File: config.mk
export PLATFORM = sky130hd
export DESIGN_NAME = uart_rx_ctrl_flat
export DESIGN_NICKNAME = d
export VERILOG_FILES = /design/src/rtl/uart_pkg.sv /design/src/rtl/uart_rx_ctrl_if.sv /design/src/rtl/uart_sync_fifo.sv /design/src/rtl/uart_rx_ctrl.sv /design/src/flat_wrapper.sv
export SDC_FILE = /design/constraint.sdc
export NUM_CORES = 1
export LEC_CHECK = 0
export CAP_MARGIN = 5
export CORE_MARGIN = 2
export CORE_UTILIZATION = 55
export CTS_BUF_LIST = sky130_fd_sc_hd__clkbuf_16
export DETAILED_ROUTE_END_ITERATION = 10
export PLACE_DENSITY = 0.76
export SLEW_MARGIN = 25
export SYNTH_ARGS = -nofsm -noshare
export SYNTH_HDL_FRONTEND = slang
export SYNTH_HIERARCHICAL = 1
export SYNTH_SLANG_ARGS = --single-unit
File: constraint.sdc
create_clock -name clk -period 3.37 [get_ports clk]
set_input_delay 0.5055 -clock clk [delete_from_list [all_inputs] [get_ports clk]]
set_output_delay 0.5055 -clock clk [all_outputs]
set_load 0.01 [all_outputs]
File: src/rtl/uart_pkg.sv
// Shared UART definitions: parity modes, receive capture states, stop-bit options
// and the frame decode helpers used by the receive controller.
package uart_pkg;

    localparam logic [1:0] PAR_NONE0 = 2'b00;
    localparam logic [1:0] PAR_ODD   = 2'b01;
    localparam logic [1:0] PAR_EVEN  = 2'b10;
    localparam logic [1:0] PAR_NONE1 = 2'b11;

    localparam logic STOP_ONE = 1'b0;
    localparam logic STOP_TWO = 1'b1;

    typedef enum logic [1:0] {
        ARM    = 2'b00,
        WAIT   = 2'b01,
        COMMIT = 2'b10
    } cap_state_e;

    // With parity the data sits in the low byte; without it the frame is shifted by one.
    function automatic logic [7:0] frame_data(input logic [8:0] frame, input logic [1:0] mode);
        case (mode)
            PAR_ODD, PAR_EVEN: frame_data = frame[7:0];
            default:           frame_data = frame[8:1];
        endcase
    endfunction

    function automatic logic parity_err(input logic [8:0] frame, input logic [1:0] mode);
        case (mode)
            PAR_ODD:  parity_err = ~(^frame);
            PAR_EVEN: parity_err = ^frame;
            default:  parity_err = 1'b0;
        endcase
    endfunction

endpackage

File: src/rtl/uart_rx_ctrl_if.sv
// Host-side bus of the receive controller: pop/clear requests and FIFO/status readback.
interface uart_rx_ctrl_if #(
    parameter int ADDR_W = 3
);
    logic              rd_en;
    logic [7:0]        rd_data;
    logic              rd_perr;
    logic              empty;
    logic              full;
    logic [ADDR_W:0]   level;
    logic              overrun;
    logic [7:0]        perr_cnt;
    logic              clear;
    logic              irq;

    modport master (
        output rd_en, clear,
        input  rd_data, rd_perr, empty, full, level, overrun, perr_cnt, irq
    );

    modport slave (
        input  rd_en, clear,
        output rd_data, rd_perr, empty, full, level, overrun, perr_cnt, irq
    );
endinterface

File: src/rtl/uart_sync_fifo.sv
// Show-ahead synchronous FIFO with registered level/full/empty; storage clears on reset.
module uart_sync_fifo #(
    parameter int ADDR_W = 3,
    parameter int WIDTH  = 9
) (
    input  logic              clk,
    input  logic              reset_n,
    input  logic              push,
    input  logic [WIDTH-1:0]  wr_data,
    input  logic              pop,
    output logic [WIDTH-1:0]  rd_data,
    output logic              empty,
    output logic              full,
    output logic [ADDR_W:0]   level
);
    localparam int DEPTH = 1 << ADDR_W;

    logic [WIDTH-1:0]  mem_q [DEPTH];
    logic [WIDTH-1:0]  mem_d [DEPTH];
    logic [ADDR_W-1:0] wr_ptr_q, wr_ptr_d, rd_ptr_q, rd_ptr_d;
    logic [ADDR_W:0]   level_q, level_d;
    logic              empty_q, empty_d, full_q, full_d;
    logic              do_pop_s, do_push_s;

    // A push into a full FIFO is accepted only when a pop frees the head in the same cycle.
    assign do_pop_s  = pop & ~empty_q;
    assign do_push_s = push & (~full_q | do_pop_s);

    // Next-state for storage, pointers and occupancy.
    always_comb begin
        mem_d    = mem_q;
        wr_ptr_d = wr_ptr_q;
        rd_ptr_d = rd_ptr_q;
        if (do_push_s) begin
            mem_d[wr_ptr_q] = wr_data;
            wr_ptr_d        = wr_ptr_q + ADDR_W'(1);
        end else begin
            wr_ptr_d = wr_ptr_q;
        end
        if (do_pop_s) begin
            rd_ptr_d = rd_ptr_q + ADDR_W'(1);
        end else begin
            rd_ptr_d = rd_ptr_q;
        end
        case ({do_push_s, do_pop_s})
            2'b10:   level_d = level_q + (ADDR_W+1)'(1);
            2'b01:   level_d = level_q - (ADDR_W+1)'(1);
            default: level_d = level_q;
        endcase
        full_d  = (level_d == (ADDR_W+1)'(DEPTH));
        empty_d = (level_d == (ADDR_W+1)'(0));
    end

    // State registers with synchronous active-low reset.
    always_ff @(posedge clk) begin
        if (!reset_n) begin
            for (int i = 0; i < DEPTH; i++) begin
                mem_q[i] <= '0;
            end
            wr_ptr_q <= '0;
            rd_ptr_q <= '0;
            level_q  <= '0;
            empty_q  <= 1'b1;
            full_q   <= 1'b0;
        end else begin
            mem_q    <= mem_d;
            wr_ptr_q <= wr_ptr_d;
            rd_ptr_q <= rd_ptr_d;
            level_q  <= level_d;
            empty_q  <= empty_d;
            full_q   <= full_d;
        end
    end

    assign rd_data = mem_q[rd_ptr_q];
    assign empty   = empty_q;
    assign full    = full_q;
    assign level   = level_q;
endmodule

File: src/rtl/uart_rx_ctrl.sv
// Receive controller: captures one frame per rx_complete rise, checks parity and
// queues tagged bytes for the host, with sticky overrun, error count and irq.
module uart_rx_ctrl
    import uart_pkg::*;
#(
    parameter int ADDR_W    = 3,
    parameter int IRQ_LEVEL = 4
) (
    input  logic          clk,
    input  logic          reset_n,
    input  logic [1:0]    cfg_parity,
    input  logic          rx_complete,
    input  logic [8:0]    rx_frame,
    uart_rx_ctrl_if.slave host
);
    cap_state_e      state_q, state_d;
    logic [8:0]      frame_q, frame_d;
    logic [1:0]      par_q, par_d;
    logic            overrun_q, overrun_d;
    logic [7:0]      perr_cnt_q, perr_cnt_d;
    logic            irq_q, irq_d;
    logic            commit_s, perr_s, push_s, drop_s, perr_inc_s;
    logic [8:0]      fifo_rd_s;
    logic            fifo_empty_s, fifo_full_s;
    logic [ADDR_W:0] fifo_level_s;

    // Capture FSM: ARM insists on a low rx_complete so a held-high level is never recaptured.
    always_comb begin
        state_d  = state_q;
        frame_d  = frame_q;
        par_d    = par_q;
        commit_s = 1'b0;
        case (state_q)
            ARM: begin
                if (!rx_complete) begin
                    state_d = WAIT;
                end else begin
                    state_d = ARM;
                end
            end
            WAIT: begin
                if (rx_complete) begin
                    frame_d = rx_frame;
                    par_d   = cfg_parity;
                    state_d = COMMIT;
                end else begin
                    state_d = WAIT;
                end
            end
            COMMIT: begin
                commit_s = 1'b1;
                state_d  = ARM;
            end
            default: state_d = ARM;
        endcase
    end

    // Commit decision and status updates; same-cycle events win over clear.
    always_comb begin
        perr_s     = parity_err(frame_q, par_q);
        push_s     = commit_s & (~fifo_full_s | host.rd_en);
        drop_s     = commit_s & fifo_full_s & ~host.rd_en;
        perr_inc_s = commit_s & perr_s;
        if (drop_s) begin
            overrun_d = 1'b1;
        end else if (host.clear) begin
            overrun_d = 1'b0;
        end else begin
            overrun_d = overrun_q;
        end
        if (perr_inc_s) begin
            if (host.clear) begin
                perr_cnt_d = 8'd1;
            end else if (perr_cnt_q == 8'hFF) begin
                perr_cnt_d = perr_cnt_q;
            end else begin
                perr_cnt_d = perr_cnt_q + 8'd1;
            end
        end else if (host.clear) begin
            perr_cnt_d = 8'd0;
        end else begin
            perr_cnt_d = perr_cnt_q;
        end
        irq_d = (fifo_level_s >= (ADDR_W+1)'(IRQ_LEVEL)) | overrun_q;
    end

    // Controller registers with synchronous active-low reset.
    always_ff @(posedge clk) begin
        if (!reset_n) begin
            state_q    <= ARM;
            frame_q    <= 9'd0;
            par_q      <= PAR_NONE0;
            overrun_q  <= 1'b0;
            perr_cnt_q <= 8'd0;
            irq_q      <= 1'b0;
        end else begin
            state_q    <= state_d;
            frame_q    <= frame_d;
            par_q      <= par_d;
            overrun_q  <= overrun_d;
            perr_cnt_q <= perr_cnt_d;
            irq_q      <= irq_d;
        end
    end

    uart_sync_fifo #(
        .ADDR_W (ADDR_W),
        .WIDTH  (9)
    ) u_fifo (
        .clk     (clk),
        .reset_n (reset_n),
        .push    (push_s),
        .wr_data ({perr_s, frame_data(frame_q, par_q)}),
        .pop     (host.rd_en),
        .rd_data (fifo_rd_s),
        .empty   (fifo_empty_s),
        .full    (fifo_full_s),
        .level   (fifo_level_s)
    );

    assign host.rd_data  = fifo_rd_s[7:0];
    assign host.rd_perr  = fifo_rd_s[8];
    assign host.empty    = fifo_empty_s;
    assign host.full     = fifo_full_s;
    assign host.level    = fifo_level_s;
    assign host.overrun  = overrun_q;
    assign host.perr_cnt = perr_cnt_q;
    assign host.irq      = irq_q;
endmodule

File: src/flat_wrapper.sv
// flat-port wrapper written by rule: the top's interface ports become plain ports
module uart_rx_ctrl_flat import uart_pkg::*;
#(
    parameter int ADDR_W    = 3,
    parameter int IRQ_LEVEL = 4
)
  (clk, reset_n, cfg_parity, rx_complete, rx_frame, host_rd_en, host_clear, host_rd_data, host_rd_perr, host_empty, host_full, host_level, host_overrun, host_perr_cnt, host_irq);
  uart_rx_ctrl_if #(.ADDR_W(ADDR_W)) host_i ();
  input  logic clk;
  input  logic reset_n;
  input  logic [1:0] cfg_parity;
  input  logic rx_complete;
  input  logic [8:0] rx_frame;
  input wire logic [$bits(host_i.rd_en)-1:0] host_rd_en;
  input wire logic [$bits(host_i.clear)-1:0] host_clear;
  output wire logic [$bits(host_i.rd_data)-1:0] host_rd_data;
  output wire logic [$bits(host_i.rd_perr)-1:0] host_rd_perr;
  output wire logic [$bits(host_i.empty)-1:0] host_empty;
  output wire logic [$bits(host_i.full)-1:0] host_full;
  output wire logic [$bits(host_i.level)-1:0] host_level;
  output wire logic [$bits(host_i.overrun)-1:0] host_overrun;
  output wire logic [$bits(host_i.perr_cnt)-1:0] host_perr_cnt;
  output wire logic [$bits(host_i.irq)-1:0] host_irq;
  assign host_i.rd_en = host_rd_en;
  assign host_i.clear = host_clear;
  assign host_rd_data = host_i.rd_data;
  assign host_rd_perr = host_i.rd_perr;
  assign host_empty = host_i.empty;
  assign host_full = host_i.full;
  assign host_level = host_i.level;
  assign host_overrun = host_i.overrun;
  assign host_perr_cnt = host_i.perr_cnt;
  assign host_irq = host_i.irq;
  uart_rx_ctrl #(.ADDR_W(ADDR_W), .IRQ_LEVEL(IRQ_LEVEL)) u_core (.clk(clk), .reset_n(reset_n), .cfg_parity(cfg_parity), .rx_complete(rx_complete), .rx_frame(rx_frame), .host(host_i));
endmodule
==> metrics.log, run 1 <==
[metrics] Synth cell types: 49
[metrics] cells on worst reg2reg path: 13
[metrics] pwr/cell area: 427 nW/um2
[metrics] TritonCTS clock tree: yes
[metrics] worst IR drop on VDD: 0.258 mV
[metrics] vias in the first global route: 3538
[metrics] final cell count without fillers: 628
[metrics] post-route cell area: 5760 um2
[metrics] flip-flop cell with the highest count after synthesis: sky130_fd_sc_hd__dfxtp_1
[metrics] number of warnings reported in the yosys synthesis log: 6
[metrics] cell area after technology mapping: 5040 um2
[metrics] drc violations: 0
[metrics] buffers plus inverters on the worst setup path: 2
[metrics] antenna diode count: 0
[metrics] number of nets still failing antenna checks after routing: 0
[metrics] Worst Path Arrival: 2.33 ns
[metrics] dpl cells: 612
[metrics] Crit-path slowest cell: sky130_fd_sc_hd__mux4_2
[metrics] final global-route overflow total: 0
[metrics] buffers inserted during post-CTS setup optimization: 0
[metrics] Fin Clk Skew: 0.00555 ns
[metrics] average wire per cell in the routed design: 16.6 um
[metrics] post-synthesis register bit count: 107
[metrics] leakage component of the power: 0.00232 uW
[metrics] proportion of layout cells with a drive suffix above 1: 15.8%
[metrics] Hold-fix buffers, CTS: 0
[metrics] final worst path period share: 84.2%
[metrics] share of flip-flops with an asynchronous set or reset: 0%
[metrics] part of the Yosys area used for sequential elements: 42.5%
[metrics] initial standard-cell utilization of the core: 57.3%
[metrics] path type of the worst setup path: register to output pin
[metrics] biggest fanout along the worst timing path: 20
[metrics] die span in y: 99.8 um
[metrics] Largest stage delay, worst path: 0.58 ns
[metrics] initial antenna violation count: 0
[metrics] fin nets: 539
[metrics] drt first-iter violations: 182
[metrics] global placement routability congestion: 0.785
[metrics] fmax: 352 MHz
[metrics] TritonRoute pass-1 iters: 4
[metrics] headroom to the max-slew limit: 51.1%
[metrics] insertion delay to the later sink of the worst-skew pair: 0.34 ns
[metrics] pin count of the biggest net entering global routing: 59
[metrics] unrepaired setup endpoints after global routing: no
[metrics] area share of the leading cell type in the synthesized netlist: 42.5%
[metrics] Clock H-tree levels: 3
[metrics] CP Launch Type: register
[metrics] Setup WS pre-CTS: 0.268 ns
[metrics] # setup viols final: 0
[metrics] number of maximum-capacitance violations: 0
[metrics] Hold Path Depth: 1
[metrics] synthesized instance count: 489
[metrics] worst slew pin tran: 0.730 ns
[metrics] Crit. path cell count: 4
[metrics] total number of vias: 3569
[metrics] number of top-level design ports: 41
[metrics] most used cells in the layout excluding fill and tap cells: sky130_fd_sc_hd__dfxtp_1 (107), sky130_fd_sc_hd__nor2_1 (87), sky130_fd_sc_hd__mux2i_1 (76)
[metrics] total count of hold-check failures in the final report: 0
[metrics] run status: finished, final reports clean
[metrics] maximum count of clock buffers along a single path: 2
[metrics] main area contributors after synthesis: sky130_fd_sc_hd__dfxtp_1 (42%), sky130_fd_sc_hd__mux2i_1 (15%), sky130_fd_sc_hd__mux4_2 (8.0%)
[metrics] global-route wire length before repair: 17.5 mm
[metrics] type of element capturing the critical path: output pin
[metrics] Final HPWL DP: 7.01 mm
[metrics] total nets after synthesis: 513
[metrics] floorplan die area: 9950 um2
[metrics] layout overhead on the synthesized area: 14.1%
[metrics] most common cell after layout, fill and taps aside: sky130_fd_sc_hd__dfxtp_1
[metrics] Placement Rows: 34
[metrics] port buffer count: 40
[metrics] CTS root buffer: sky130_fd_sc_hd__clkbuf_16
[metrics] max-slew violation total from the final report: 0
[metrics] global-route total usage across every layer: 22.3%
[metrics] number of clock buffers inserted by TritonCTS: 9
[metrics] required arrival time at the worst endpoint: 2.86 ns
[metrics] wire length after detailed routing: 10.4 mm
[metrics] number of enable flip-flop cells after synthesis: 0
[metrics] class of the tightest hold or removal check: register to register
[metrics] number of vias per cell: 5.68
[metrics] Chip Width: 99.8 um
[metrics] cell type with the largest total area after synthesis: sky130_fd_sc_hd__dfxtp_1
[metrics] Clk pin slew, worst setup/hold paths: 0.07 ns
[metrics] Core Area: 8810 um2
[metrics] worst path cell trace: buf_4 -> mux4_2 -> mux2_2 -> clkdlybuf4s50_1
[metrics] Sink Count: 107
[metrics] Final Critical Period: 2.84 ns
[metrics] kind of cell adding the most delay to the critical path: multiplexers
[metrics] post-placement cell area: 5480 um2
[metrics] Fin Hold WS: 0.457 ns
[metrics] post-route setup slack: 0.533 ns
[metrics] setup tns final: 0 ns
[metrics] Post-Synthesis Mean Instance Area: 10.3 um2
[metrics] post-cts repair resize count: 0
[final timing paths]
path | to | startpoint | slack [ns]
worst max register to register | u_core/u_fifo/full | u_core/state_q[1] | 0.68
worst max-delay path | host_rd_data[5] | u_core/u_fifo/rd_ptr_q[1] | 0.53
worst min register to register | u_core/state_q[0] | u_core/state_q[1] | 0.46
worst min-delay path | u_core/state_q[0] | u_core/state_q[1] | 0.46
[cells in the mapped netlist (all sizes together), types with 8 or more instances]
| cell | count |
|---|---|
| inv | 9 |
| nand2 | 35 |
| a21boi | 12 |
| mux4 | 18 |
| ha | 8 |
| buf | 24 |
| mux2 | 18 |
| dfxtp | 107 |
| nor2 | 87 |
| clkbuf | 17 |
| mux2i | 76 |
| xnor2 | 9 |
[per-layer routing]
| metal | vias up | track usage (%) | share of wire (%) | wire, um |
|---|---|---|---|---|
| li1 | 1731 | - | - | - |
| met1 | 1750 | 29.3 | 46 | 4770 |
| met2 | 79 | 38.2 | 49 | 5130 |
| met3 | 9 | 3.37 | 3.7 | 387 |
| met4 | 0 | 6.64 | 1.3 | 131 |
| met5 | - | 0 | 0 | 0 |
[worst register-to-register path, cell delays in order (launching register included)]
cell	delay (ns)
sky130_fd_sc_hd__dfxtp_1	0.36
sky130_fd_sc_hd__nor2b_1	0.14
sky130_fd_sc_hd__buf_4	0.13
sky130_fd_sc_hd__a21boi_0	0.19
sky130_fd_sc_hd__o21a_1	0.25
sky130_fd_sc_hd__inv_6	0.08
sky130_fd_sc_hd__ha_1	0.24
sky130_fd_sc_hd__xor2_1	0.18
sky130_fd_sc_hd__ha_1	0.19
sky130_fd_sc_hd__a21oi_1	0.14
sky130_fd_sc_hd__xor2_1	0.15
sky130_fd_sc_hd__nor2_1	0.06
sky130_fd_sc_hd__xnor2_1	0.23
sky130_fd_sc_hd__nor4b_1	0.26
[area by class of cell]
type                       instances  area [um2]
inverter                           9        38.8
clock inverter                     7        46.3
multi-input combinational        331        2630
fill                             692        3050
sequential                       107        2140
tap                              108         135
timing repair buffer              57         541
clock buffer                       9         225
[per-stage QoR]
| stage | utilization [%] | power [uW] |
|---|---|---|
| global placement | 62.3 | 1530 |
| detailed placement | 62.3 | 1530 |
| CTS | 65.4 | 2480 |
| global route | 65.4 | 2550 |
| finish | 65.4 | 2460 |
| floorplan | - | 1470 |
[state kept, by name, indices dropped and copies added (netlist names)]
signal and count:
u_core/frame_q 9, u_core/host.irq 1, u_core/par_q 2, u_core/u_fifo/wr_ptr_q 3
u_core/u_fifo/mem_q 72, u_core/host.overrun 1, u_core/u_fifo/level 4, u_core/host.perr_cnt 8
u_core/u_fifo/full 1, u_core/u_fifo/rd_ptr_q 3, u_core/u_fifo/empty 1, u_core/state_q 2
[power breakdown]
part	leakage, uW	switching (uW)	internal (uW)
registers	0.000863	15.5	1280
clock network	0.000133	457	498
logic	0.00133	109	101
[cells by family after synthesis]
group                    after synthesis  share of synthesized area [%]
adder cells (fa/ha/maj)                8                           1.98
XOR/XNOR                              15                           3.18
buffers and inverters                 51                           5.43
AO/OA/AOI/OAI                         37                           5.16
AND/OR/NAND/NOR                      159                           14.6
multiplexers                         112                           27.1
flip-flops                           107                           42.5
Note: power is estimated with default switching activity, not from simulation.
==> inputs of run 2 (changes only) <==
CORE_UTILIZATION = 52   (was 55)
PLACE_DENSITY = 0.75   (was 0.76)
clock period = 2.35 ns   (was 3.37 ns; I/O delays follow)
==> metrics.log, run 2 (synthesis gave the netlist of run 1 again) <==
[metrics] max-slew violation total from the final report: 0 (unchanged)
[metrics] antenna diode count: 0 (unchanged)
[metrics] fin nets: 561 (was 539)
[metrics] CTS root buffer: sky130_fd_sc_hd__clkbuf_16 (unchanged)
[metrics] clock network power share: 39.3% (was 38.8%)
[metrics] wire length after detailed routing: 12.0 mm (was 10.4 mm)
[metrics] worst IR drop on VDD: 0.448 mV (was 0.258 mV)
[metrics] Hold Path Depth: 2 (was 1)
[metrics] final worst path period share: 101%
[metrics] biggest fanout along the worst timing path: 3 (was 20)
[metrics] vias in the first global route: 3866 (was 3538)
[metrics] floorplan die area: 10500 um2 (was 9950 um2)
[metrics] proportion of layout cells with a drive suffix above 1: 22.7% (was 15.8%)
[metrics] unrepaired setup endpoints after global routing: yes (was no)
[metrics] flip-flop count of the largest register, all copies and words added: 72 (unchanged)
[metrics] maximum count of clock buffers along a single path: 2 (unchanged)
[metrics] kind of cell adding the most delay to the critical path: compound AO/OA/AOI/OAI gates (was multiplexers)
[metrics] port buffer count: 40 (unchanged)
[metrics] layout overhead on the synthesized area: 22.5% (was 14.1%)
[metrics] top register by number of flip-flops: u_core/u_fifo/mem_q (unchanged)
[metrics] global placement routability congestion: 0.837 (was 0.785)
[metrics] worst path cell trace: nor2b_4 -> a21boi_2 -> o21a_1 -> inv_6 -> ha_4 -> xor2_2 -> ha_2 -> a21oi_2 -> xor2_1 -> nor2_1 -> xnor2_2 -> a31o_2 (was buf_4 -> mux4_2 -> mux2_2 -> clkdlybuf4s50_1)
[metrics] part of the total power dissipated in combinational logic: 10.7% (was 8.5%)
[metrics] number of nets still failing antenna checks after routing: 0 (unchanged)
[metrics] final global-route overflow total: 0 (unchanged)
[metrics] total number of vias: 3731 (was 3569)
[metrics] Hold-fix buffers, CTS: 0 (unchanged)
[metrics] post-route setup slack: -0.0146 ns (was 0.533 ns)
[metrics] leakage component of the power: 0.00251 uW (was 0.00232 uW)
[metrics] Worst Setup SP: u_core/state_q[1] (was u_core/u_fifo/rd_ptr_q[1])
[metrics] drt first-iter violations: 191 (was 182)
[metrics] CP Launch Type: register (unchanged)
[metrics] # setup viols final: 2 (was 0)
[metrics] headroom to the max-slew limit: 53.6% (was 51.1%)
[metrics] number of clock buffers inserted by TritonCTS: 9 (unchanged)
[metrics] type of element capturing the critical path: register (was output pin)
[metrics] Chip Width: 102 um (was 99.8 um)
[metrics] Clk pin slew, worst setup/hold paths: 0.08 ns (was 0.07 ns)
[metrics] TritonRoute pass-1 iters: 4 (unchanged)
[metrics] global-route wire length before repair: 19.3 mm (was 17.5 mm)
[metrics] Clock H-tree levels: 3 (unchanged)
[metrics] insertion delay to the later sink of the worst-skew pair: 0.35 ns (was 0.34 ns)
[metrics] number of vias per cell: 5.56 (was 5.68)
[metrics] fmax: 423 MHz
[metrics] pwr/cell area: 603 nW/um2 (was 427 nW/um2)
[metrics] cells on worst reg2reg path: 12 (was 13)
[metrics] portion of total power attributed to sequential cells: 50.0% (was 52.6%)
[metrics] pin count of the biggest net entering global routing: 52 (was 59)
[metrics] initial antenna violation count: 0 (unchanged)
[metrics] dpl cells: 648 (was 612)
[metrics] design internal power: 2780 uW (was 1880 uW)
[metrics] drc violations: 0 (unchanged)
[metrics] class of the tightest hold or removal check: register to register (unchanged)
[metrics] number of top-level design ports: 41 (unchanged)
[metrics] Largest stage delay, worst path: 0.33 ns (was 0.58 ns)
[metrics] Crit-path slowest cell: sky130_fd_sc_hd__dfxtp_2 (was sky130_fd_sc_hd__mux4_2)
[metrics] termination of the worst setup path: u_core/u_fifo/empty (was host_rd_data[5])
[metrics] final cell count without fillers: 671 (was 628)
[metrics] path type of the worst setup path: register to register (was register to output pin)
[metrics] Core Area: 9330 um2 (was 8810 um2)
[metrics] buffers plus inverters on the worst setup path: 1 (was 2)
[metrics] Placement Rows: 35 (was 34)
[metrics] most common cell after layout, fill and taps aside: sky130_fd_sc_hd__dfxtp_1 (unchanged)
[metrics] setup tns final: -0.0223 ns (was 0 ns)
[metrics] Setup WS pre-CTS: -0.413 ns (was 0.268 ns)
[metrics] number of maximum-capacitance violations: 0 (unchanged)
[metrics] most used cells in the layout excluding fill and tap cells: sky130_fd_sc_hd__dfxtp_1 (104), sky130_fd_sc_hd__nor2_1 (87), sky130_fd_sc_hd__mux2i_1 (76) (was sky130_fd_sc_hd__dfxtp_1 (107), sky130_fd_sc_hd__nor2_1 (87), sky130_fd_sc_hd__mux2i_1 (76))
[metrics] Worst Path Arrival: 2.61 ns (was 2.33 ns)
[metrics] launch point of the worst reg-to-reg path: u_core/state_q[1] (unchanged)
[metrics] Sink Count: 107 (unchanged)
[metrics] die span in y: 102 um (was 99.8 um)
[metrics] worst slew pin tran: 0.694 ns (was 0.730 ns)
[metrics] global-route total usage across every layer: 24.3% (was 22.3%)
[metrics] proportion of total power due to net switching: 25.3% (was 23.7%)
[metrics] Fin Clk Skew: 0.00832 ns (was 0.00555 ns)
[metrics] Crit. path cell count: 12 (was 4)
[metrics] required arrival time at the worst endpoint: 2.59 ns (was 2.86 ns)
[metrics] total count of hold-check failures in the final report: 0 (unchanged)
[metrics] Final Critical Period: 2.36 ns
[metrics] run status: complete, but fails checks (was finished, final reports clean)
[metrics] Register-to-Register Setup Slack: -0.01 ns (was 0.68 ns)
[metrics] capture instance of the worst register-to-register path: u_core/u_fifo/empty (was u_core/u_fifo/full)
[metrics] Switch Pwr: 942 uW (was 582 uW)
[metrics] average wire per cell in the routed design: 17.9 um (was 16.6 um)
[metrics] failing checks: negative setup slack
[metrics] Final HPWL DP: 7.43 mm (was 7.01 mm)
[metrics] sum of internal, switching and leakage power: 3730 uW (was 2460 uW)
[metrics] initial standard-cell utilization of the core: 54.1% (was 57.3%)
[metrics] TritonCTS clock tree: yes (unchanged)
==> run 2: layout make-up <==
type	instances	area (um2)
fill	716	3150
multi-input combinational	331	2710
sequential	107	2150
timing repair buffer	79	837
clock buffer	9	225
tap	129	161
clock inverter	7	58.8
inverter	9	38.8
==> run 2: power by group through the flow <==
stage / Sequential (uW) / Clock (uW) / Combinational, uW
after floorplan: 1900 / 0 / 211
after global placement: 1900 / 0 / 326
after detailed placement: 1900 / 0 / 336
after CTS: 1860 / 1460 / 373
after global routing: 1870 / 1550 / 427
final: 1860 / 1460 / 399
==> run 2: worst reg2reg max path, delay by kind of cell, from the launching register on <==
kind	cells	cell delay (ns)
AOI/OAI and AO/OA	4	0.76
buffers and inverters	1	0.05
DFF	1	0.33
adders and majority gates	2	0.36
and+or+nand+nor	2	0.25
xor gates and xnor gates	3	0.51
==> run 2: repair_timing <==
| item | in CTS | in global routing |
|---|---|---|
| endpoints found under the setup margin | 12 | 11 |
| pin swaps | 1 | 7 |
| buffers inserted | 0 | 3 |
| gates cloned | 3 | 1 |
| gates resized for setup | 24 | 17 |
==> run 2: routing by layer <==
| metal | share of wire, % | vias to the layer above | GRT usage (%) |
|---|---|---|---|
| li1 | - | 1783 | - |
| met1 | 43 | 1825 | 31.1 |
| met2 | 49 | 97 | 40.5 |
| met3 | 5.1 | 26 | 4.04 |
| met4 | 2.7 | 0 | 11.0 |
| met5 | 0 | - | 0 |
==> run 2: worst min path at each step <==
| stage | startpoint | slack [ns] | endpoint |
|---|---|---|---|
| finish | u_core/par_q[1] | 0.49 | u_core/par_q[1] |
| global route | host_rd_en | 0.53 | u_core/host.overrun |
| CTS | u_core/par_q[1] | 0.49 | u_core/par_q[1] |
| detailed placement | u_core/par_q[1] | 0.48 | u_core/par_q[1] |
| global placement | u_core/u_fifo/mem_q[11] | 0.47 | u_core/u_fifo/mem_q[11] |
| floorplan | rx_complete | 0.43 | u_core/state_q[0] |
==> run 2: through the flow <==
stage / hold slack (ns) / utilization, % / area (um2)
floorplan: 0.428 / - / 5060
detailed placement: 0.481 / 60.9 / 5680
finish: 0.487 / 66.3 / 6180
CTS: 0.492 / 65.0 / 6060
global route: 0.525 / 66.3 / 6180
global placement: 0.467 / 60.9 / 5680
==> inputs of run 3 (changes only) <==
SETUP_SLACK_MARGIN = 0.2   (was default)
==> metrics.log, run 3 (synthesis gave the netlist of run 1 again) <==
[metrics] wire length after detailed routing: 10.9 mm (was 12.0 mm)
[metrics] portion of total power attributed to sequential cells: 49.9% (was 50.0%)
[metrics] leakage component of the power: 0.00253 uW (was 0.00251 uW)
[metrics] global placement routability congestion: 0.779 (was 0.837)
[metrics] worst path cell trace: nor2b_4 -> a21boi_4 -> o21a_4 -> inv_8 -> buf_4 -> ha_4 -> or3_1 -> o32ai_2 -> xnor2_2 -> a31o_2 (was nor2b_4 -> a21boi_2 -> o21a_1 -> inv_6 -> ha_4 -> xor2_2 -> ha_2 -> a21oi_2 -> xor2_1 -> nor2_1 -> xnor2_2 -> a31o_2)
[metrics] max-slew violation total from the final report: 0 (unchanged)
[metrics] run status: finished, final reports clean (was complete, but fails checks)
[metrics] number of maximum-capacitance violations: 0 (unchanged)
[metrics] number of nets still failing antenna checks after routing: 0 (unchanged)
[metrics] worst slew pin tran: 0.739 ns (was 0.694 ns)
[metrics] number of clock buffers inserted by TritonCTS: 9 (unchanged)
[metrics] fmax: 447 MHz (was 423 MHz)
[metrics] initial standard-cell utilization of the core: 54.1% (unchanged)
[metrics] proportion of layout cells with a drive suffix above 1: 25.7% (was 22.7%)
[metrics] global-route total usage across every layer: 22.3% (was 24.3%)
[metrics] initial antenna violation count: 0 (unchanged)
[metrics] pin count of the biggest net entering global routing: 65 (was 52)
[metrics] Final Critical Period: 2.24 ns (was 2.36 ns)
[metrics] number of vias per cell: 5.44 (was 5.56)
[metrics] Sink Count: 107 (unchanged)
[metrics] required arrival time at the worst endpoint: 2.59 ns (about the same)
[metrics] TritonCTS clock tree: yes (unchanged)
[metrics] final global-route overflow total: 0 (unchanged)
[metrics] CP Launch Type: register (unchanged)
[metrics] worst IR drop on VDD: 0.486 mV (was 0.448 mV)
[metrics] most common cell after layout, fill and taps aside: sky130_fd_sc_hd__dfxtp_1 (unchanged)
[metrics] number of top-level design ports: 41 (unchanged)
[metrics] fin nets: 560 (was 561)
[metrics] total count of hold-check failures in the final report: 0 (unchanged)
[metrics] CTS root buffer: sky130_fd_sc_hd__clkbuf_16 (unchanged)
[metrics] design internal power: 2800 uW (was 2780 uW)
[metrics] maximum count of clock buffers along a single path: 2 (unchanged)
[metrics] Placement Rows: 35 (unchanged)
[metrics] Largest stage delay, worst path: 0.34 ns (was 0.33 ns)
[metrics] part of the total power dissipated in combinational logic: 11.0% (was 10.7%)
[metrics] total number of vias: 3643 (was 3731)
[metrics] pwr/cell area: 591 nW/um2 (was 603 nW/um2)
[metrics] type of element capturing the critical path: register (unchanged)
[metrics] Core Area: 9330 um2 (unchanged)
[metrics] port buffer count: 40 (unchanged)
[metrics] Hold-fix buffers, CTS: 0 (unchanged)
[metrics] antenna diode count: 0 (unchanged)
[metrics] vias in the first global route: 3652 (was 3866)
[metrics] die span in y: 102 um (unchanged)
[metrics] unrepaired setup endpoints after global routing: yes (unchanged)
[metrics] proportion of total power due to net switching: 24.9% (was 25.3%)
[metrics] setup tns final: 0 ns (was -0.0223 ns)
[metrics] Crit-path slowest cell: sky130_fd_sc_hd__or3_1 (was sky130_fd_sc_hd__dfxtp_2)
[metrics] biggest fanout along the worst timing path: 4 (was 3)
[metrics] floorplan die area: 10500 um2 (unchanged)
[metrics] Clk pin slew, worst setup/hold paths: 0.08 ns (about the same)
[metrics] final worst path period share: 95.2% (was 101%)
[metrics] headroom to the max-slew limit: 50.6% (was 53.6%)
[metrics] clock network power share: 39.1% (was 39.3%)
[metrics] average wire per cell in the routed design: 16.2 um (was 17.9 um)
[metrics] insertion delay to the later sink of the worst-skew pair: 0.34 ns (was 0.35 ns)
[metrics] path type of the worst setup path: register to register (unchanged)
[metrics] class of the tightest hold or removal check: register to register (unchanged)
[metrics] # setup viols final: 0 (was 2)
[metrics] Switch Pwr: 927 uW (was 942 uW)
[metrics] Fin Clk Skew: 0.0120 ns (was 0.00832 ns)
[metrics] dpl cells: 643 (was 648)
[metrics] layout overhead on the synthesized area: 24.8% (was 22.5%)
[metrics] global-route wire length before repair: 17.9 mm (was 19.3 mm)
[metrics] Final HPWL DP: 6.86 mm (was 7.43 mm)
[metrics] TritonRoute pass-1 iters: 4 (unchanged)
[metrics] Clock H-tree levels: 3 (unchanged)
[metrics] final cell count without fillers: 670 (was 671)
[metrics] most used cells in the layout excluding fill and tap cells: sky130_fd_sc_hd__dfxtp_1 (99), sky130_fd_sc_hd__nor2_1 (86), sky130_fd_sc_hd__mux2i_1 (74) (was sky130_fd_sc_hd__dfxtp_1 (104), sky130_fd_sc_hd__nor2_1 (87), sky130_fd_sc_hd__mux2i_1 (76))
[metrics] drt first-iter violations: 175 (was 191)
[metrics] flip-flop count of the largest register, all copies and words added: 72 (unchanged)
[metrics] Worst Path Arrival: 2.48 ns (was 2.61 ns)
[metrics] Chip Width: 102 um (unchanged)
[metrics] drc violations: 0 (unchanged)
[metrics] top register by number of flip-flops: u_core/u_fifo/mem_q (unchanged)
-- run 3: cell count changes in the layout (fill, tap and decap cells not counted), moves of 3 or more --
cell                              before  now
sky130_fd_sc_hd__dfxtp_2               1    4
sky130_fd_sc_hd__clkdlybuf4s15_2       3    0
sky130_fd_sc_hd__mux2_4                1   10
sky130_fd_sc_hd__buf_4                31   27
sky130_fd_sc_hd__dfxtp_1             104   99
sky130_fd_sc_hd__clkdlybuf4s15_1       6    0
sky130_fd_sc_hd__buf_6                 0   10
sky130_fd_sc_hd__mux2_2               17    8
-- run 3: final cells by class --
class,instances,area (um2)
fill,686,3030
clock buffer,9,225
tap,129,161
inverter,9,41.3
multi-input combinational,331,2800
timing repair buffer,78,840
clock inverter,7,63.8
sequential,107,2160
-- run 3: repair_timing --
item                                   4_1_cts  5_1_grt
setup endpoints to repair                   16       20
endpoints found under the hold margin        0        0
gates resized for setup                     66       23
gates cloned                                 2        0
pin swaps                                   10       11
setup buffers                                7        2
-- run 3: power by group through the flow --
stage / combinational, uW / clock [uW] / sequential, uW
floorplan: 221 / 0 / 1900
global placement: 329 / 0 / 1900
detailed placement: 337 / 0 / 1900
CTS: 393 / 1470 / 1860
global route: 442 / 1550 / 1860
finish: 409 / 1450 / 1860
-- run 3: metrics by stage --
step / total power [uW] / instance area [um2] / hold slack [ns] / util, % / worst slack, ns
after floorplan: 2120 / 5100 / 0.409 / - / 0.135
after global routing: 3850 / 6290 / 0.522 / 67.5 / -0.110
final: 3720 / 6290 / 0.491 / 67.5 / 0.114
after detailed placement: 2240 / 5690 / 0.428 / 61.0 / -0.366
after global placement: 2230 / 5690 / 0.420 / 61.0 / -0.260
after CTS: 3730 / 6190 / 0.498 / 66.3 / 0.129
-- run 3: final timing paths --
check | from | end | slack, ns | cells past startpoint
worst min register to register | u_core/u_fifo/mem_q[48] | u_core/u_fifo/mem_q[48] | 0.49 | 2
worst min-delay path | u_core/u_fifo/mem_q[48] | u_core/u_fifo/mem_q[48] | 0.49 | 2
worst max-delay path | u_core/state_q[1] | u_core/u_fifo/empty | 0.11 | 10
worst max register to register | u_core/state_q[1] | u_core/u_fifo/empty | 0.11 | 10
-- run 3: per-layer routing --
metal  vias up  routed length (um)  part of all wire (%)  GRT usage [%]
met5         -                   0                     0              0
met4         0                 216                   2.0           9.44
met3        20                 324                   3.0           3.49
met2        64                5370                    49           36.9
met1      1780                4950                    46           29.0
li1       1779                   -                     -              -
-- run 3: worst max-delay path: cells and delay by family (launching register included) --
family | cells | cell delay [ns]
adders and majority gates | 1 | 0.23
xor gates and xnor gates | 1 | 0.14
DFF | 1 | 0.33
and+or+nand+nor | 2 | 0.50
AOI/OAI and AO/OA | 4 | 0.77
buffers and inverters | 2 | 0.16
